[src/rtl/video_timing_gen.sv]
// Programmable video timing generator with a valid/ready pixel stream, SOF lock tracking and a pixel clock-enable.
// Optional build macro VIDEO_TEST_PATTERN_EN adds the pattern_sel input (8 vertical colour bars).
module video_timing_gen #(
  parameter int H_ACTIVE = 640,
  parameter int H_FP     = 16,
  parameter int H_SYNC   = 96,
  parameter int H_BP     = 48,
  parameter int V_ACTIVE = 480,
  parameter int V_FP     = 10,
  parameter int V_SYNC   = 2,
  parameter int V_BP     = 33,
  parameter int HS_POL   = 0,
  parameter int VS_POL   = 0,
  parameter int CLK_DIV  = 4,
  parameter int NUM_CH   = 3,
  parameter int IN_BPC   = 8,
  parameter int OUT_BPC  = 12
) (
  input  logic                      clk,
  input  logic                      rst,
  input  logic [NUM_CH*IN_BPC-1:0]  pix_data,
  input  logic                      pix_sof,
  input  logic                      pix_valid,
`ifdef VIDEO_TEST_PATTERN_EN
  input  logic                      pattern_sel,
`endif
  output logic                      pix_ready,
  output logic [NUM_CH*OUT_BPC-1:0] HDMI_DATA,
  output logic                      HDMI_HSYNC,
  output logic                      HDMI_VSYNC,
  output logic                      HDMI_EN,
  output logic                      pix_ce,
  output logic                      frame_start,
  output logic                      locked,
  output logic                      underflow,
  output logic                      sync_err
);

  localparam int H_TOTAL = H_ACTIVE + H_FP + H_SYNC + H_BP;
  localparam int V_TOTAL = V_ACTIVE + V_FP + V_SYNC + V_BP;
  localparam int HW      = $clog2(H_TOTAL);
  localparam int VW      = $clog2(V_TOTAL);
  localparam int DW      = (CLK_DIV > 1) ? $clog2(CLK_DIV) : 1;
  localparam int BAR_W   = (H_ACTIVE >= 8) ? (H_ACTIVE / 8) : 1;

  localparam logic [HW-1:0] H_LAST   = HW'(H_TOTAL - 1);
  localparam logic [VW-1:0] V_LAST   = VW'(V_TOTAL - 1);
  localparam logic [DW-1:0] DIV_LAST = DW'(CLK_DIV - 1);
  localparam logic          HS_LVL   = (HS_POL != 0) ? 1'b1 : 1'b0;
  localparam logic          VS_LVL   = (VS_POL != 0) ? 1'b1 : 1'b0;

  typedef enum logic [0:0] {UNLOCKED = 1'b0, LOCKED = 1'b1} state_t;

  state_t                    state, state_next;
  logic [DW-1:0]             div_cnt, div_next;
  logic [HW-1:0]             h_cnt;
  logic [VW-1:0]             v_cnt;
  logic                      active, first, hs_on, vs_on, sof_ok;
  logic                      pat_on, take, uf_hit, se_hit;
  logic [NUM_CH*OUT_BPC-1:0] pix_out;

  // Each channel keeps its position and is left-aligned with zero LSB padding.
  function automatic logic [NUM_CH*OUT_BPC-1:0] pack_pixel(input logic [NUM_CH*IN_BPC-1:0] d);
    logic [NUM_CH*OUT_BPC-1:0] r;
    r = '0;
    for (int c = 0; c < NUM_CH; c++) begin
      r[c*OUT_BPC +: OUT_BPC] = OUT_BPC'(d[c*IN_BPC +: IN_BPC]) << (OUT_BPC - IN_BPC);
    end
    return r;
  endfunction

  function automatic logic [NUM_CH*OUT_BPC-1:0] bar_pixel(input logic [HW-1:0] h);
    logic [NUM_CH*OUT_BPC-1:0] r;
    logic [2:0]                k;
    r = '0;
    k = 3'(int'(h) / BAR_W);
    for (int c = 0; c < NUM_CH; c++) begin
      if (c < 3) begin
        if (k[2-c]) begin
          r[(NUM_CH-1-c)*OUT_BPC +: OUT_BPC] = '1;
        end
      end
    end
    return r;
  endfunction

`ifdef VIDEO_TEST_PATTERN_EN
  assign pat_on = pattern_sel;
`else
  assign pat_on = 1'b0;
`endif

  // Region decode from the current (pre-increment) counters.
  always_comb begin
    active   = (int'(h_cnt) < H_ACTIVE) && (int'(v_cnt) < V_ACTIVE);
    first    = (h_cnt == {HW{1'b0}}) && (v_cnt == {VW{1'b0}});
    hs_on    = (int'(h_cnt) >= H_ACTIVE + H_FP) && (int'(h_cnt) < H_ACTIVE + H_FP + H_SYNC);
    vs_on    = (int'(v_cnt) >= V_ACTIVE + V_FP) && (int'(v_cnt) < V_ACTIVE + V_FP + V_SYNC);
    sof_ok   = (pix_sof == first);
    div_next = (div_cnt == DIV_LAST) ? {DW{1'b0}} : (div_cnt + DW'(1'b1));
  end

  // Lock FSM: next state, stream handshake and error detection.
  always_comb begin
    state_next = state;
    pix_ready  = 1'b0;
    take       = 1'b0;
    uf_hit     = 1'b0;
    se_hit     = 1'b0;
    if (pat_on) begin
      pix_ready  = 1'b1;
      state_next = UNLOCKED;
    end else begin
      case (state)
        UNLOCKED: begin
          if (pix_ce && first && pix_valid && pix_sof) begin
            pix_ready  = 1'b1;
            take       = 1'b1;
            state_next = LOCKED;
          end else begin
            pix_ready = pix_valid && !pix_sof;
          end
        end
        LOCKED: begin
          // A misplaced SOF is refused so it can be re-presented at (0,0).
          pix_ready = pix_ce && active && sof_ok;
          if (pix_ce && active) begin
            if (!pix_valid) begin
              uf_hit     = 1'b1;
              state_next = UNLOCKED;
            end else if (!sof_ok) begin
              se_hit     = 1'b1;
              state_next = UNLOCKED;
            end else begin
              take = 1'b1;
            end
          end else begin
            state_next = LOCKED;
          end
        end
        default: begin
          state_next = UNLOCKED;
        end
      endcase
    end
  end

  // Pixel value selected for the next strobe.
  always_comb begin
    if (pat_on && active) begin
      pix_out = bar_pixel(h_cnt);
    end else if (take) begin
      pix_out = pack_pixel(pix_data);
    end else begin
      pix_out = '0;
    end
  end

  // Lock state register.
  always_ff @(posedge clk) begin
    if (!rst) begin
      state  <= UNLOCKED;
      locked <= 1'b0;
    end else begin
      state  <= state_next;
      locked <= (state_next == LOCKED);
    end
  end

  // Divider, raster counters and registered video outputs.
  always_ff @(posedge clk) begin
    if (!rst) begin
      div_cnt     <= {DW{1'b0}};
      pix_ce      <= 1'b0;
      h_cnt       <= {HW{1'b0}};
      v_cnt       <= {VW{1'b0}};
      HDMI_DATA   <= '0;
      HDMI_EN     <= 1'b0;
      HDMI_HSYNC  <= ~HS_LVL;
      HDMI_VSYNC  <= ~VS_LVL;
      frame_start <= 1'b0;
      underflow   <= 1'b0;
      sync_err    <= 1'b0;
    end else begin
      div_cnt   <= div_next;
      pix_ce    <= (div_next == DIV_LAST);
      underflow <= uf_hit;
      sync_err  <= se_hit;
      if (pix_ce) begin
        HDMI_DATA   <= pix_out;
        HDMI_EN     <= active;
        HDMI_HSYNC  <= hs_on ? HS_LVL : ~HS_LVL;
        HDMI_VSYNC  <= vs_on ? VS_LVL : ~VS_LVL;
        frame_start <= first;
        if (h_cnt == H_LAST) begin
          h_cnt <= {HW{1'b0}};
          v_cnt <= (v_cnt == V_LAST) ? {VW{1'b0}} : (v_cnt + VW'(1'b1));
        end else begin
          h_cnt <= h_cnt + HW'(1'b1);
        end
      end
    end
  end

endmodule
[config.mk]
export PLATFORM = sky130hd
export DESIGN_NAME = video_timing_gen
export DESIGN_NICKNAME = d
export VERILOG_FILES = /design/src/rtl/video_timing_gen.sv
export SDC_FILE = /design/constraint.sdc
export NUM_CORES = 1
export LEC_CHECK = 0
export CORE_UTILIZATION = 47
export DETAILED_ROUTE_END_ITERATION = 10
export PLACE_DENSITY = 0.79
export SYNTH_ARGS = -nofsm -noshare
export SYNTH_HDL_FRONTEND = slang
export SYNTH_SLANG_ARGS = --single-unit
[constraint.sdc]
create_clock -name clk -period 2.14 [get_ports clk]
set_clock_uncertainty 0.05 [all_clocks]
set_input_delay 0.321 -clock clk [delete_from_list [all_inputs] [get_ports clk]]
set_output_delay 0.321 -clock clk [all_outputs]
set_load 0.05 [all_outputs]
==> results_dict.tcl <==
set metrics [dict create \
    dp_slack_ps 113 \
    period_needed_ps 2290 \
    gp_congestion 0.914 \
    fill_cells 409 \
    outcome "complete, but fails checks" \
    syn-mean-instance-area_um2 8.62 \
    fin_util 0.683 \
    crit_type "reg2out" \
    cts_tree "yes" \
    netlist_area_um2 2500 \
    period_share 1.07 \
    design.core.area_um2 5110 \
    cts-htree-levels 2 \
    rsz0062_at_grt "yes" \
    root_buffer "clkbuf_8" \
    viasPerCell 5.38 \
    nNetsFinal 397 \
    finalMaxSlewViolations 0 \
    clk_latency_ps 310 \
    antenna_cells 0 \
    dieArea_um2 5610 \
    grt_max_degree 49 \
    die_w_um 74.9 \
    initial_core_util 0.489 \
    cp_max_fo 6 \
    hold_class "reg2reg" \
    p_per_area_nw_per_um2 576 \
    drc_errors 0 \
    drt_wl_total_um 6060 \
    final_cell_mix "clkdlybuf4s50_1 (58), dfxtp_1 (49), nand2_1 (40)" \
    grt_use_total 0.217 \
    final-hold-violation-count 0 \
    die_h_um 74.9 \
    grt_pass1_wl_um 9250 \
    hold_buffers 0 \
    grt_overflow 0 \
    setup_viol 1 \
    slew_headroom 0.650 \
    postLayoutCellArea_um2 3490 \
    rows 26 \
    tightest_slew_ps 524 \
    ys_types 40 \
    worstPathCellList "or4_4 > nor2_4 > nand2_2 > a221oi_4 > buf_12" \
    crit_path_start_kind "flip-flop" \
    post-dp-hpwl_um 4160 \
    drive_gt1_frac 0.143 \
    required_ps 1770 \
    power.static_leakage_nw 1.24 \
    ant_nets 0 \
    clk_pin_slew_ps 100 \
    cpMaxStageDelayCell "or4_4" \
    final_common_cell "clkdlybuf4s50_1" \
    violations "setup timing" \
    seq_area_frac_synth 0.433 \
    cpPeakStageDelay_ps 580 \
    io_pins 73 \
    clockBufferDepth 2 \
    yosys_most_used_dff "dfxtp_1" \
    holdPathStages 1 \
    clock.fmax_mhz 436 \
    cp-end-kind "output port" \
    timing.hold.ws_ps 413 \
    port_buffers 60 \
    drv_cap 0 \
    synth_edf_count 0 \
    cts_buffers 5 \
    syn_inst 290 \
    ys_warn_count 0 \
    ir_drop_mv 0.508 \
    r2r_setup_slack_ps 150 \
    cts.sinks 54 \
    setup_ws_ps -151 \
    drtIter0Drc 157 \
    grt_pass1_vias 1911 \
    async_flop_share 0 \
    reg2reg_depth 4 \
    dpl_cell_area_um2 3310 \
    cp.arrival_ps 1920 \
    antenna_found_initial 0 \
    num_vias 2337 \
    dr.pass1.iters 4 \
    wl_per_cell_um 14.0 \
    syn_to_final_growth_pct 39.5 \
    ys_seq_elements 54 \
]
-- worst paths after layout --
| check | end | from |
|---|---|---|
| min reg2reg | div_cnt[0] | div_cnt[0] |
| min | div_cnt[0] | div_cnt[0] |
| max | pix_ready | h_cnt[5] |
| max reg2reg | v_cnt[7] | h_cnt[5] |
-- final cells by class --
cell class              count  area [um^2]  share of cell area
clock buffers               5         68.8              0.0197
multi-input cells         213         1360               0.389
repair buffers             82          811               0.233
clock inverters             3         47.5              0.0136
well taps                  70         87.6              0.0251
flip-flops and latches     54         1090               0.312
inverters                   7         26.3             0.00754
-- logic make-up after synthesis --
logic type	synth area share
fa+ha+maj	0.0300
mux	0.00401
compound gates	0.178
buf+inv	0.0736
other cells	0.00150
simple gates	0.221
flops	0.433
xor+xnor	0.0596
-- Yosys cell counts (2+ instances only) --
| cell type | n | area share |
|---|---|---|
| nand3_1 | 9 | 0.018 |
| nand2_1 | 41 | 0.062 |
| a21oi_1 | 5 | 0.010 |
| buf_4 | 12 | 0.036 |
| clkbuf_1 | 11 | 0.017 |
| buf_2 | 2 | 0.0040 |
| dfxtp_1 | 54 | 0.43 |
| xor2_1 | 9 | 0.032 |
| ha_1 | 6 | 0.030 |
| o21ai_0 | 27 | 0.054 |
| o21ai_1 | 2 | 0.0040 |
| inv_1 | 7 | 0.011 |
| nor3_1 | 6 | 0.012 |
| nor4_1 | 3 | 0.0075 |
| nand4_1 | 6 | 0.015 |
| or3_1 | 4 | 0.010 |
| xnor2_1 | 8 | 0.028 |
| nor2_1 | 26 | 0.039 |
| and2_1 | 3 | 0.0075 |
| nand3b_1 | 2 | 0.0060 |
| nor4b_1 | 2 | 0.0070 |
| a32oi_1 | 24 | 0.084 |
| nand2b_1 | 2 | 0.0050 |
| nor2b_1 | 3 | 0.0075 |
-- stage by stage --
stage	setup TNS, ps	power, mW	std cells
after floorplan	0	1.21	301
after global placement	0	1.29	424
after detailed placement	0	1.30	424
after CTS	-145	2.02	434
after global routing	-222	2.08	434
final	-151	2.01	434
-- worst max-delay path, delay by kind of cell, from the launching register on --
kind,cells,cell delay (ps)
buffers and inverters,1,170
DFF,1,360
and+or+nand+nor,3,800
AOI/OAI and AO/OA,1,270
-- sequential cells by signal (all words and copies together), names as in the netlist --
signal / count
HDMI_HSYNC: 1
div_cnt: 2
underflow: 1
v_cnt: 10
state: 1
sync_err: 1
HDMI_DATA: 24
frame_start: 1
HDMI_EN: 1
HDMI_VSYNC: 1
h_cnt: 10
pix_ce: 1
-- power by group --
group          switching, mW  internal [mW]  leakage, nW
combinational          0.156          0.105        0.741
sequential           0.00789           1.02        0.438
clock                  0.364          0.358       0.0591
total                  0.528           1.48         1.24
-- per-layer routing --
metal | track usage | share of wire | wire (um) | vias to the layer above
met5 | 0 | 0 | 0 | -
met4 | 0.0776 | 0.0081 | 49 | 0
met3 | 0.0428 | 0.046 | 277 | 4
met2 | 0.341 | 0.49 | 2990 | 77
met1 | 0.296 | 0.45 | 2750 | 1095
li1 | - | - | - | 1161
-- timing repair --
action / 4_1_cts / 5_1_grt
pin swaps: 6 / 2
endpoints found under the setup margin: 1 / 1
buffers inserted: 2 / 0
gates resized for setup: 13 / 0
Power figures use the tool's default switching activity.
